$ cat src/rtl/vita49_trig_gate.sv
// rtl/vita49_trig_gate.sv - timed trigger and sample gate driven by the VITA49 {TSI,TSF} timestamp
module vita49_trig_gate #(
  parameter int TSF_WIDTH = 64,
  parameter int TSI_WIDTH = 32,
  parameter int CNT_WIDTH = 32
) (
  input  logic                 samp_clk,
  input  logic                 ARESETN,
  input  logic [31:0]          ctrl,
  input  logic [TSI_WIDTH-1:0] trig_tsi,
  input  logic [TSF_WIDTH-1:0] trig_tsf,
  input  logic [CNT_WIDTH-1:0] run_len,
  input  logic [TSI_WIDTH-1:0] tsi,
  input  logic [TSF_WIDTH-1:0] tsf,
  output logic                 trig_out,
  output logic                 gate,
  output logic [TSI_WIDTH-1:0] fire_tsi,
  output logic [TSF_WIDTH-1:0] fire_tsf,
  output logic [31:0]          status
);

  localparam int TW = TSI_WIDTH + TSF_WIDTH;
  localparam logic [CNT_WIDTH-1:0] CNT_ONE = 1;

  typedef enum logic [2:0] {
    IDLE   = 3'd0,
    ARMED  = 3'd1,
    ACTIVE = 3'd2,
    DONE   = 3'd3,
    LATE   = 3'd4
  } state_t;

  state_t               state, state_d;
  logic                 arm, abort, immediate;
  logic                 arm_q, arm_rise;
  logic [TW-1:0]        time_q, target;
  logic [CNT_WIDTH-1:0] run_q, cnt, fire_cnt;
  logic                 late_ok_q, late_sticky;
  logic                 match, past, fire, go_late, accept_arm;
  logic                 ctrl_unused;

  assign arm         = ctrl[0];
  assign abort       = ctrl[1];
  assign immediate   = ctrl[2];
  assign ctrl_unused = ^ctrl[31:4];
  assign arm_rise    = arm & ~arm_q;
  assign match       = (time_q == target);
  assign past        = (time_q > target);
  assign accept_arm  = (state == IDLE) && arm_rise && !abort;
  // An immediate fire happens on the arming edge, before run_q has been loaded.
  assign fire_cnt    = (state == IDLE) ? run_len : run_q;

  always_ff @(posedge samp_clk or negedge ARESETN) begin
    if (!ARESETN) state <= IDLE;
    else          state <= state_d;
  end

  always_comb begin
    state_d = state;
    fire    = 1'b0;
    go_late = 1'b0;
    if (abort) begin
      state_d = IDLE;
    end else begin
      case (state)
        IDLE: if (arm_rise) begin
          if (immediate) begin
            state_d = ACTIVE;
            fire    = 1'b1;
          end else begin
            state_d = ARMED;
          end
        end
        ARMED: if (match || (past && late_ok_q)) begin
          state_d = ACTIVE;
          fire    = 1'b1;
        end else if (past) begin
          state_d = LATE;
          go_late = 1'b1;
        end
        ACTIVE: if ((run_q != '0) && (cnt == CNT_ONE)) state_d = DONE;
        DONE, LATE: if (!arm) state_d = IDLE;
        default: state_d = IDLE;
      endcase
    end
  end

  always_ff @(posedge samp_clk or negedge ARESETN) begin
    if (!ARESETN) begin
      time_q      <= '0;
      arm_q       <= 1'b0;
      target      <= '0;
      run_q       <= '0;
      late_ok_q   <= 1'b0;
      late_sticky <= 1'b0;
      cnt         <= '0;
      trig_out    <= 1'b0;
      fire_tsi    <= '0;
      fire_tsf    <= '0;
    end else begin
      time_q   <= {tsi, tsf};
      arm_q    <= arm;
      trig_out <= fire;
      if (accept_arm) begin
        target      <= {trig_tsi, trig_tsf};
        run_q       <= run_len;
        late_ok_q   <= ctrl[3];
        late_sticky <= 1'b0;
      end else if (go_late) begin
        late_sticky <= 1'b1;
      end
      if (abort) begin
        cnt <= '0;
      end else if (fire) begin
        cnt      <= fire_cnt;
        fire_tsi <= time_q[TW-1 -: TSI_WIDTH];
        fire_tsf <= time_q[TSF_WIDTH-1:0];
      end else if ((state == ACTIVE) && (run_q != '0) && (cnt != CNT_ONE)) begin
        cnt <= cnt - CNT_ONE;
      end
    end
  end

  always_comb begin
    gate   = (state == ACTIVE);
    status = {26'd0, (state == ARMED), gate, late_sticky, state};
  end

endmodule

$ cat config.mk
export PLATFORM = sky130hd
export DESIGN_NAME = vita49_trig_gate
export DESIGN_NICKNAME = d
export VERILOG_FILES = /design/src/rtl/vita49_trig_gate.sv
export SDC_FILE = /design/constraint.sdc
export NUM_CORES = 1
export LEC_CHECK = 0
export ABC_AREA = 1
export BUFFER_PORTS_ARGS = -buffer_cell sky130_fd_sc_hd__buf_2
export CELL_PAD_IN_SITES_DETAIL_PLACEMENT = 0
export CELL_PAD_IN_SITES_GLOBAL_PLACEMENT = 1
export CORE_MARGIN = 5
export CORE_UTILIZATION = 38
export DETAILED_ROUTE_END_ITERATION = 6
export PLACE_DENSITY_LB_ADDON = 0.1
export REMOVE_ABC_BUFFERS = 1
export SYNTH_ARGS = -nofsm -noshare
export SYNTH_HDL_FRONTEND = slang
export SYNTH_SLANG_ARGS = --single-unit
$ cat constraint.sdc
create_clock -name samp_clk -period 2.62 [get_ports samp_clk]
set_input_delay 0 -clock samp_clk [delete_from_list [all_inputs] [get_ports samp_clk]]
set_output_delay 0 -clock samp_clk [all_outputs]
set_load 0.02 [all_outputs]
==> reports/metrics.yaml, run 1 <==
syn_area_um2: 16600
cts_root_buf: "clkbuf_16"
worst-path-max-fanout: 8
utilization_pct: 55.6
r2r_cells: 17
drt_pre_antenna_iters: 7
finalInstanceArea_um2: 24000
vias_per_cell: 4.62
wl_mm: 51.2
end_kind: "register"
crit_required_ns: 3.12
period_needed_ns: 2.68
synth-warning-count: 0
finalPower_uw: 26300
fin_nets: 2867
cts_buffers: 42
ys_types: 36
relSlewSlack_pct: 54.4
syn_to_final_growth_pct: 44.8
grt_pass1_wl_mm: 80.2
seq_area_frac_synth_pct: 54.2
hold_violations: 0
remaining_drc_errors: 1
ys_top_cells_by_area: "dfrtp_1 (54%), nand2_1 (15%), ha_1 (7.4%)"
synth-seq-cells: 359
leakage_uw: 0.0124
rows: 76
critPathKind: "register to register"
cts_buffer_depth: 3
die-area_um2: 47900
grt_start_max_net_pins: 80
drive_gt1_share_pct: 24.8
synth_top_area_share_pct: 54.2
ioPinCount: 388
clock_latency_ns: 0.56
setup_viol: 57
rsz0062_at_grt: "yes"
drv_cap: 0
initial_core_util_pct: 38.4
gp_congestion: 0.800
fin_crit_sh_pct: 102
critPathArrivalTime_ns: 3.18
synth_cells: 1885
wl_per_cell_um: 16.4
track_usage_pct: 21.0
die-height_um: 219
setup_slack_ns: -0.0579
dpl.hpwl_mm: 35.1
max-vdd-ir-drop_v: 0.000609
clock-skew-final_ns: 0.0201
core_um2: 43200
p_per_area_nw_per_um2: 1090
worst_pin_slew_ns: 0.684
hold_class: "primary input to async pin"
grt-ovfl-total: 0
cts_tree: "done"
port_buffers: 333
post_dp_cell_area_um2: 19500
synth_area_leader_cell: "dfrtp_1"
ant_nets: 0
h-tree-depth: 2
final_max_slew_viol_count: 0
cts_sinks: 359
synth_area_per_cell_um2: 8.80
fmax_ghz: 0.373
antenna_found_initial: 5
path_clk_slew_ns: 0.06
violations: "DRC, setup timing"
status: "complete, but fails checks"
grt_pass1_vias: 15100
drt_iter0_markers: 770
die_width_um: 219
start_kind: "register"
vias: 14500
-- where the power goes --
part | total [uW] | internal, uW | leakage (uW) | switching (uW)
Combinational | 11600 | 4750 | 0.00724 | 6840
Sequential | 8770 | 7540 | 0.00444 | 1230
Clock | 5890 | 3540 | 0.000697 | 2350
-- per-stage QoR --
step	worst slack, ns	cells	setup TNS [ns]	hold slack, ns
global route	-0.200	3133	-17.66	0.0534
global placement	-0.251	2810	-24.61	0.0396
CTS	-0.122	3120	-10.79	0.0308
floorplan	-4.87	1803	-903.58	-0.296
detailed placement	-0.272	2810	-28.31	0.0465
finish	-0.0579	3133	-1.28	0.0327
-- registers in the layout (all words and copies together) (netlist names) --
| register | cells |
|---|---|
| arm_q | 1 |
| cnt | 32 |
| fire_tsf | 64 |
| fire_tsi | 32 |
| late_ok_q | 1 |
| late_sticky | 1 |
| run_q | 32 |
| state | 3 |
| target | 96 |
| time_q | 96 |
| trig_out | 1 |
-- cell type report --
class,count,area [um^2]
Clock buffer,69,1320
Timing Repair Buffer,664,5160
Tap cell,585,732
Multi-Input combinational cell,1264,7020
Clock inverter,8,83.8
Sequential cell,359,8980
Fill cell,3973,19200
Inverter,180,698
Antenna cell,4,10.0
-- layer usage --
layer / vias to the layer above / part of all wire, % / GRT usage (%)
met5: - / 0.014 / 0
met4: 2 / 2.9 / 6.57
met3: 89 / 4.9 / 3.93
met2: 321 / 48 / 35.2
met1: 6837 / 44 / 27.6
li1: 7223 / - / -
-- worst paths after layout --
check | to | startpoint | slack (ns)
max | cnt[30]$_DFFE_PN0P_ | time_q[15]$_DFF_PN0_ | -0.06
min | fire_tsf[20]$_DFFE_PN0P_ | ARESETN | 0.03
min in group samp_clk | time_q[33]$_DFF_PN0_ | tsf[33] | 0.07
min reg2reg | fire_tsf[33]$_DFFE_PN0P_ | fire_tsf[33]$_DFFE_PN0P_ | 0.47
max reg2reg | cnt[30]$_DFFE_PN0P_ | time_q[15]$_DFF_PN0_ | -0.06
max in group asynchronous | time_q[90]$_DFF_PN0_ | ARESETN | 1.75
-- layout by cell type, fill, tap and decap left out, types with 11 or more instances in the layout --
cell type      Yosys  layout
a21oi_1           43      37
buf_12             0      23
buf_2             21     332
buf_4             28      69
clkbuf_16          0      47
clkbuf_8           0      17
conb_1             1      26
dfrtp_1          359     359
dlygate4sd3_1      0     229
ha_1              98      89
inv_1            176     172
nand2_1          651     601
nand2_2            4      29
nand2_4            1      25
nand3_1           84      57
nand3_2            1      28
nand4_1           48      48
nor2_1            64      54
nor4_1            13      11
o21ai_0          168     166
xnor2_1           14      14
xor2_1            16      16
-- repair_timing --
action	4_1_cts	5_1_grt
pin swaps	16	74
gates cloned	1	6
endpoints found under the setup margin	129	133
gates resized for setup	34	115
hold endpoints to repair	514	0
buffers inserted	3	4
hold buffers	229	0
-- worst max-delay path, stage by stage (launching register included) --
cell and delay [ns]:
dfrtp_1 0.41, ha_4 0.29, nand2_2 0.07, nor2_4 0.13, nand4_1 0.13, buf_4 0.17
nor4_2 0.20, buf_4 0.18, nand3b_1 0.10, nand2_2 0.10, nand2_2 0.07, nand2_4 0.11
nand2_8 0.09, buf_12 0.18, clkbuf_16 0.18, nand2_4 0.06, nand3_2 0.06, nand2_1 0.06
-- synth_stat cells --
| cell type | number |
|---|---|
| xor2_1 | 16 |
| nor4_1 | 13 |
| nor2_4 | 3 |
| o21ai_1 | 1 |
| buf_2 | 21 |
| nor3_1 | 5 |
| inv_1 | 176 |
| nand2_2 | 4 |
| o21a_1 | 3 |
| inv_2 | 4 |
| conb_1 | 1 |
| nand4_2 | 1 |
| o21ai_0 | 168 |
| a21oi_1 | 43 |
| nand3b_1 | 3 |
| o2111ai_1 | 1 |
| ha_1 | 98 |
| xnor2_1 | 14 |
| nor2_2 | 3 |
| buf_4 | 28 |
| clkbuf_1 | 47 |
| nor2_1 | 64 |
| nor3_2 | 3 |
| and2_1 | 2 |
| nand4_1 | 48 |
| nand3_2 | 1 |
| o21bai_1 | 1 |
| buf_1 | 3 |
| buf_6 | 8 |
| or2_2 | 1 |
| nand3_1 | 84 |
| o31ai_1 | 1 |
| nand2_4 | 1 |
| nand2_1 | 651 |
| dfrtp_1 | 359 |
| a21o_1 | 5 |
-- kinds of logic after synthesis --
| logic type | share of synthesized area, % |
|---|---|
| simple gates | 22.3 |
| flops | 54.2 |
| buf+inv | 7.65 |
| compound gates | 6.90 |
| fa+ha+maj | 7.39 |
| xor+xnor | 1.58 |
| other cells | 0.0226 |
(Power assumes the default switching activity.)
==> run 2: changes to the inputs <==
==> constraint.sdc (replaced) <==
create_clock -name samp_clk -period 3 [get_ports samp_clk]
set_input_delay 0 -clock samp_clk [delete_from_list [all_inputs] [get_ports samp_clk]]
set_output_delay 0 -clock samp_clk [all_outputs]
set_load 0.02 [all_outputs]
==> run 2 against run 1 <==
Net effect: the run now ends clean; flip-flop and latch count unchanged; via count down 1.8%; clock skew shrank 0.0060 ns; sequential share of layout area is 2.3 points higher; global-route usage shrank 0.40 points; register-to-register slack gained 0.28 ns; critical path type unchanged; largest cell class unchanged; maximum frequency fell by 3.6%.
==> reports/metrics.yaml, run 2 (synthesis results as in run 1) <==
fmax_ghz: 0.360
worst_pin_slew_ns: 0.821
hold_class: "primary input to register"
grt-ovfl-total: 0
rows: 76
drv_cap: 0
final_common_cell: "nand2_1"
path_clk_slew_ns: 0.06
max-vdd-ir-drop_v: 0.000519
path_cells: "ha_1, nand4_1, nor2_4, nand2_2, nor2_2, nand2_1, o21bai_1, nand3_2, nand2_1, nand2_2, nand2_2, nand2_4, buf_12, inv_1, buf_12, nand4_1, nand2_1"
hold_slack_ns: 0.0464
cts_tree: "done"
die-area_um2: 47900
clock_latency_ns: 0.56
cts_buffer_depth: 3
fin_nets: 2795
drt-met1-wl_mm: 22.3
vias: 14200
cts_buffers: 43
final_cell_mix: "nand2_1 (649), dfrtp_1 (359), buf_2 (332), dlygate4sd3_1 (228), inv_1 (175)"
cpPeakStageDelay_ns: 0.39
wl_per_cell_um: 16.2
relSlewSlack_pct: 45.3
crit_required_ns: 3.44
worst-path-max-fanout: 33
start_kind: "register"
p_per_area_nw_per_um2: 935
leakage_uw: 0.0119
n_fill_cell: 4070
die-height_um: 219
setup_viol: 0
critPathArrivalTime_ns: 3.22
antenna_found_initial: 5
remaining_drc_errors: 0
drt_pre_antenna_iters: 6
grt_pass1_wl_mm: 78.8
ant_nets: 0
layout.cells.non_filler: 3058
wl_mm: 49.5
status: "finished clean"
syn_to_final_growth_pct: 36.5
clock-skew-final_ns: 0.0141
hold_violations: 0
maxUsedRoutingLayer: "met5"
cts_root_buf: "clkbuf_16"
dp_cells: 2750
grt_start_max_net_pins: 101
end_kind: "register"
fin_crit_sh_pct: 92.6
utilization_pct: 52.4
ioPinCount: 388
critPathSlowestCell: "dfrtp_1"
drt_iter0_markers: 755
top_regs: "target (96), time_q (96), fire_tsf (64)"
grt_pass1_vias: 14700
vias_per_cell: 4.65
die_width_um: 219
cts_sinks: 359
track_usage_pct: 20.6
critPathKind: "register to register"
initial_core_util_pct: 38.4
port_buffers: 333
final_max_slew_viol_count: 0
fin_tns_setup_ns: 0
wl_met2_mm: 23.2
dpl.hpwl_mm: 33.7
core_um2: 43200
wl_met3_mm: 2.48
h-tree-depth: 2
drive_gt1_share_pct: 18.7
gp_congestion: 0.801
period_needed_ns: 2.78
==> run 2: changes by cell type in the layout (fill, tap and decap cells not counted), moves of 9 or more <==
cell,before,now
nand2_4,25,2
buf_12,23,13
nand2_2,29,5
nand2_1,601,649
ha_1,89,98
ha_4,9,0
nand3_1,57,82
nand3_2,28,3
buf_4,69,14
==> run 2: final cells by class <==
class,count,area (um^2),area share [%]
timing repair buffer,591,4390,19.4
clock buffer,64,1260,5.59
inverter,180,683,3.02
antenna,4,10.0,0.0442
multi-input combinational,1264,6490,28.7
sequential,359,8980,39.7
clock inverter,11,91.3,0.403
tap,585,732,3.23
==> run 2: what timing repair did <==
action	in CTS	in global routing
endpoints found under the setup margin	51	114
hold endpoints to repair	351	0
buffers inserted	0	0
gates cloned	0	1
gates resized for setup	1	12
hold buffers	228	0
pin swaps	0	2
==> run 2: path summary, 6_finish.rpt <==
kind,start,end,slack (ns),cells after the start
min in group asynchronous,ARESETN,fire_tsf[26]$_DFFE_PN0P_,0.11,2
max,time_q[71]$_DFF_PN0_,cnt[20]$_DFFE_PN0P_,0.22,17
max in group asynchronous,ARESETN,run_q[12]$_DFFE_PN0P_,2.00,3
max reg2reg,time_q[71]$_DFF_PN0_,cnt[20]$_DFFE_PN0P_,0.22,17
min reg2reg,time_q[15]$_DFF_PN0_,fire_tsf[15]$_DFFE_PN0P_,0.47,2
min,ctrl[1],cnt[30]$_DFFE_PN0P_,0.05,5
==> run 2: where the power goes <==
part	total, uW	switching, uW	internal [uW]	leakage [uW]
Sequential	7610	1020	6580	0.00444
Clock	5040	2050	2990	0.000676
Combinational	8530	5270	3260	0.00676
Total	21200	8340	12800	0.0119
==> run 2: per-layer routing <==
| layer | vias up | GRT usage, % |
|---|---|---|
| met5 | - | 0 |
| met4 | 2 | 7.12 |
| met3 | 83 | 3.78 |
| met2 | 365 | 33.9 |
| met1 | 6681 | 27.4 |
| li1 | 7079 | - |
==> run 2: critical path, delay by kind of cell, from the launching register on <==
kind	cells	cell delay, ns
flip-flops	1	0.39
adder cells (fa/ha/maj)	1	0.33
buffers and inverters	3	0.46
AO/OA/AOI/OAI	1	0.16
AND/OR/NAND/NOR	12	1.29
==> run 2: through the flow <==
stage	power (uW)	instance area [um^2]	worst slack, ns
final	21200	22600	0.222
after global routing	23000	22600	-0.00752
after CTS	21500	22600	0.0465
after detailed placement	16000	18900	-0.0522
after global placement	15900	18900	-0.0362
after floorplan	13200	16100	-4.49
==> run 3: changes to the inputs <==
==> constraint.sdc (replaced) <==
create_clock -name samp_clk -period 3 [get_ports samp_clk]
set_input_delay 0.6 -clock samp_clk [delete_from_list [all_inputs] [get_ports samp_clk]]
set_output_delay 0.6 -clock samp_clk [all_outputs]
set_load 0.02 [all_outputs]
==> run 3 against run 2 <==
Net effect: maximum frequency grew 0.19%; clock skew grew 0.010 ns; sequential share of layout area up 3.9 points; non-clock buffer count down 217; die area is the same; largest cell class unchanged; final area is 8.9% lower; the run now ends with hold timing left; largest power group unchanged; clock-buffer cell count did not move; combinational power shrank 2%; flip-flop and latch count unchanged; via count fell by 7.2%.
==> reports/metrics.yaml, run 3 (synthesis results as in run 1) <==
status: "complete, but fails checks"
violations: "hold timing"
path_clk_slew_ns: 0.06
remaining_drc_errors: 0
die_width_um: 219
top_regs: "target (96), time_q (96), fire_tsf (64)"
grt_start_max_net_pins: 73
h-tree-depth: 2
hold_slack_ns: -0.00211
hold_violations: 1
clock-skew-final_ns: 0.0242
drt_pre_antenna_iters: 5
p_clk_share_pct: 24.4
leakage_uw: 0.0110
worst-path-max-fanout: 15
rsz0062_at_grt: "yes"
grt_pass1_wl_mm: 72.6
port_buffers: 333
fin_nets: 2578
vias: 13200
drt_iter0_markers: 683
crit_required_ns: 3.49
fin_tns_setup_ns: 0
cts_buffer_depth: 3
start_kind: "register"
r2r_cells: 17
utilization_pct: 47.8
antenna_found_initial: 15
cts_buffers: 43
dp_slack_ns: -0.0639
setup_slack_ns: 0.227
drive_gt1_share_pct: 21.0
initial_core_util_pct: 38.4
layout.cells.non_filler: 2845
wl_mm: 47.6
final_cell_mix: "nand2_1 (650), dfrtp_1 (359), buf_2 (332), inv_1 (175), o21ai_0 (168)"
syn_to_final_growth_pct: 24.3
grt-ovfl-total: 0
worst_pin_slew_ns: 0.699
fin_crit_sh_pct: 92.4
final_max_slew_viol_count: 0
gp_congestion: 0.785
clock_latency_ns: 0.57
max-vdd-ir-drop_v: 0.000618
die-area_um2: 47900
track_usage_pct: 19.1
dpl.hpwl_mm: 33.1
cts_sinks: 359
dp_cells: 2755
final_common_cell: "nand2_1"
hold_class: "primary input to async pin"
ioPinCount: 388
die-height_um: 219
rows: 76
critPathArrivalTime_ns: 3.26
wl_per_cell_um: 16.7
vias_per_cell: 4.64
critPathKind: "register to register"
cts_root_buf: "clkbuf_16"
core_um2: 43200
ctsHoldBuffers: 0
switchingPower_uw: 8290
grt_pass1_vias: 13100
period_needed_ns: 2.77
relSlewSlack_pct: 53.0
p_per_area_nw_per_um2: 1020
seqPwrFrac_pct: 36.0
cts_tree: "done"
end_kind: "register"
share_comb_of_total_power_pct: 39.6
drv_cap: 0
setup_viol: 0
p_int_uw: 12700
finalPower_uw: 21000
fmax_ghz: 0.361
sw_frac_of_total_pct: 39.4
ant_nets: 0
==> run 3: changes by cell type in the layout (fill, tap and decap cells not counted), moves of 2 or more <==
cell,change
buf_12,-2
buf_16,+3
buf_4,+4
clkbuf_16,+5
clkinv_8,+2
diode_2,+3
dlygate4sd3_1,-228
==> run 3: through the flow <==
step	hold WS [ns]	area, um^2
after floorplan	0.304	16100
after global placement	0.457	19000
after detailed placement	0.460	19000
after CTS	0.000434	20400
after global routing	0.0360	20600
final	-0.00211	20600
==> run 3: path summary, 6_finish.rpt <==
check	slack (ns)	startpoint	endpoint
worst min register to register	0.47	fire_tsf[55]$_DFFE_PN0P_	fire_tsf[55]$_DFFE_PN0P_
min in group samp_clk	0.13	tsf[61]	time_q[61]$_DFF_PN0_
max in group asynchronous	2.17	ARESETN	time_q[42]$_DFF_PN0_
worst min-delay path	-0.002	ARESETN	fire_tsi[5]$_DFFE_PN0P_
worst max register to register	0.23	time_q[54]$_DFF_PN0_	fire_tsi[3]$_DFFE_PN0P_
worst max-delay path	0.23	time_q[54]$_DFF_PN0_	fire_tsi[3]$_DFFE_PN0P_
==> run 3: worst max-delay path, stage by stage (launching register included) <==
cell and delay [ns]:
dfrtp_1 0.40, ha_1 0.29, nand2_1 0.11, nor2_4 0.14, nand4_1 0.23, nor2_2 0.17
nand2_1 0.07, o21bai_1 0.17, nand3_2 0.12, nand2_1 0.07, nand2_2 0.07, nand2_2 0.08
nand2_4 0.14, nand2_8 0.13, clkinv_8 0.15, buf_16 0.16, nand2_1 0.10, nand2_1 0.06
==> run 3: power by group through the flow <==
| stage | combinational [uW] | clock [uW] | sequential [uW] |
|---|---|---|---|
| floorplan | 4960 | 0 | 8290 |
| global placement | 8200 | 0 | 7630 |
| detailed placement | 8290 | 0 | 7640 |
| CTS | 8340 | 5280 | 7590 |
| global route | 9550 | 5460 | 7800 |
| finish | 8330 | 5120 | 7580 |
==> run 3: routing by layer <==
layer	vias up	wire length (um)	track usage, %
li1	6661	-	-
met1	6111	21300	26.3
met2	327	22100	30.3
met3	78	3080	4.77
met4	14	1150	5.36
met5	-	92	0
==> run 3: repair_timing <==
item                                    in CTS  in global routing
buffers inserted                             0                  2
resized for setup                            1                 23
pin swaps                                    0                  5
cloned                                       0                  5
endpoints found under the setup margin     101                128
==> run 3: cell type report <==
| class | count | area (um^2) |
|---|---|---|
| Multi-Input combinational cell | 1264 | 6510 |
| Tap cell | 585 | 732 |
| Fill cell | 4337 | 22600 |
| Clock inverter | 12 | 108 |
| Sequential cell | 359 | 8980 |
| Antenna cell | 7 | 17.5 |
| Timing Repair Buffer | 374 | 2300 |
| Inverter | 180 | 693 |
| Clock buffer | 64 | 1280 |
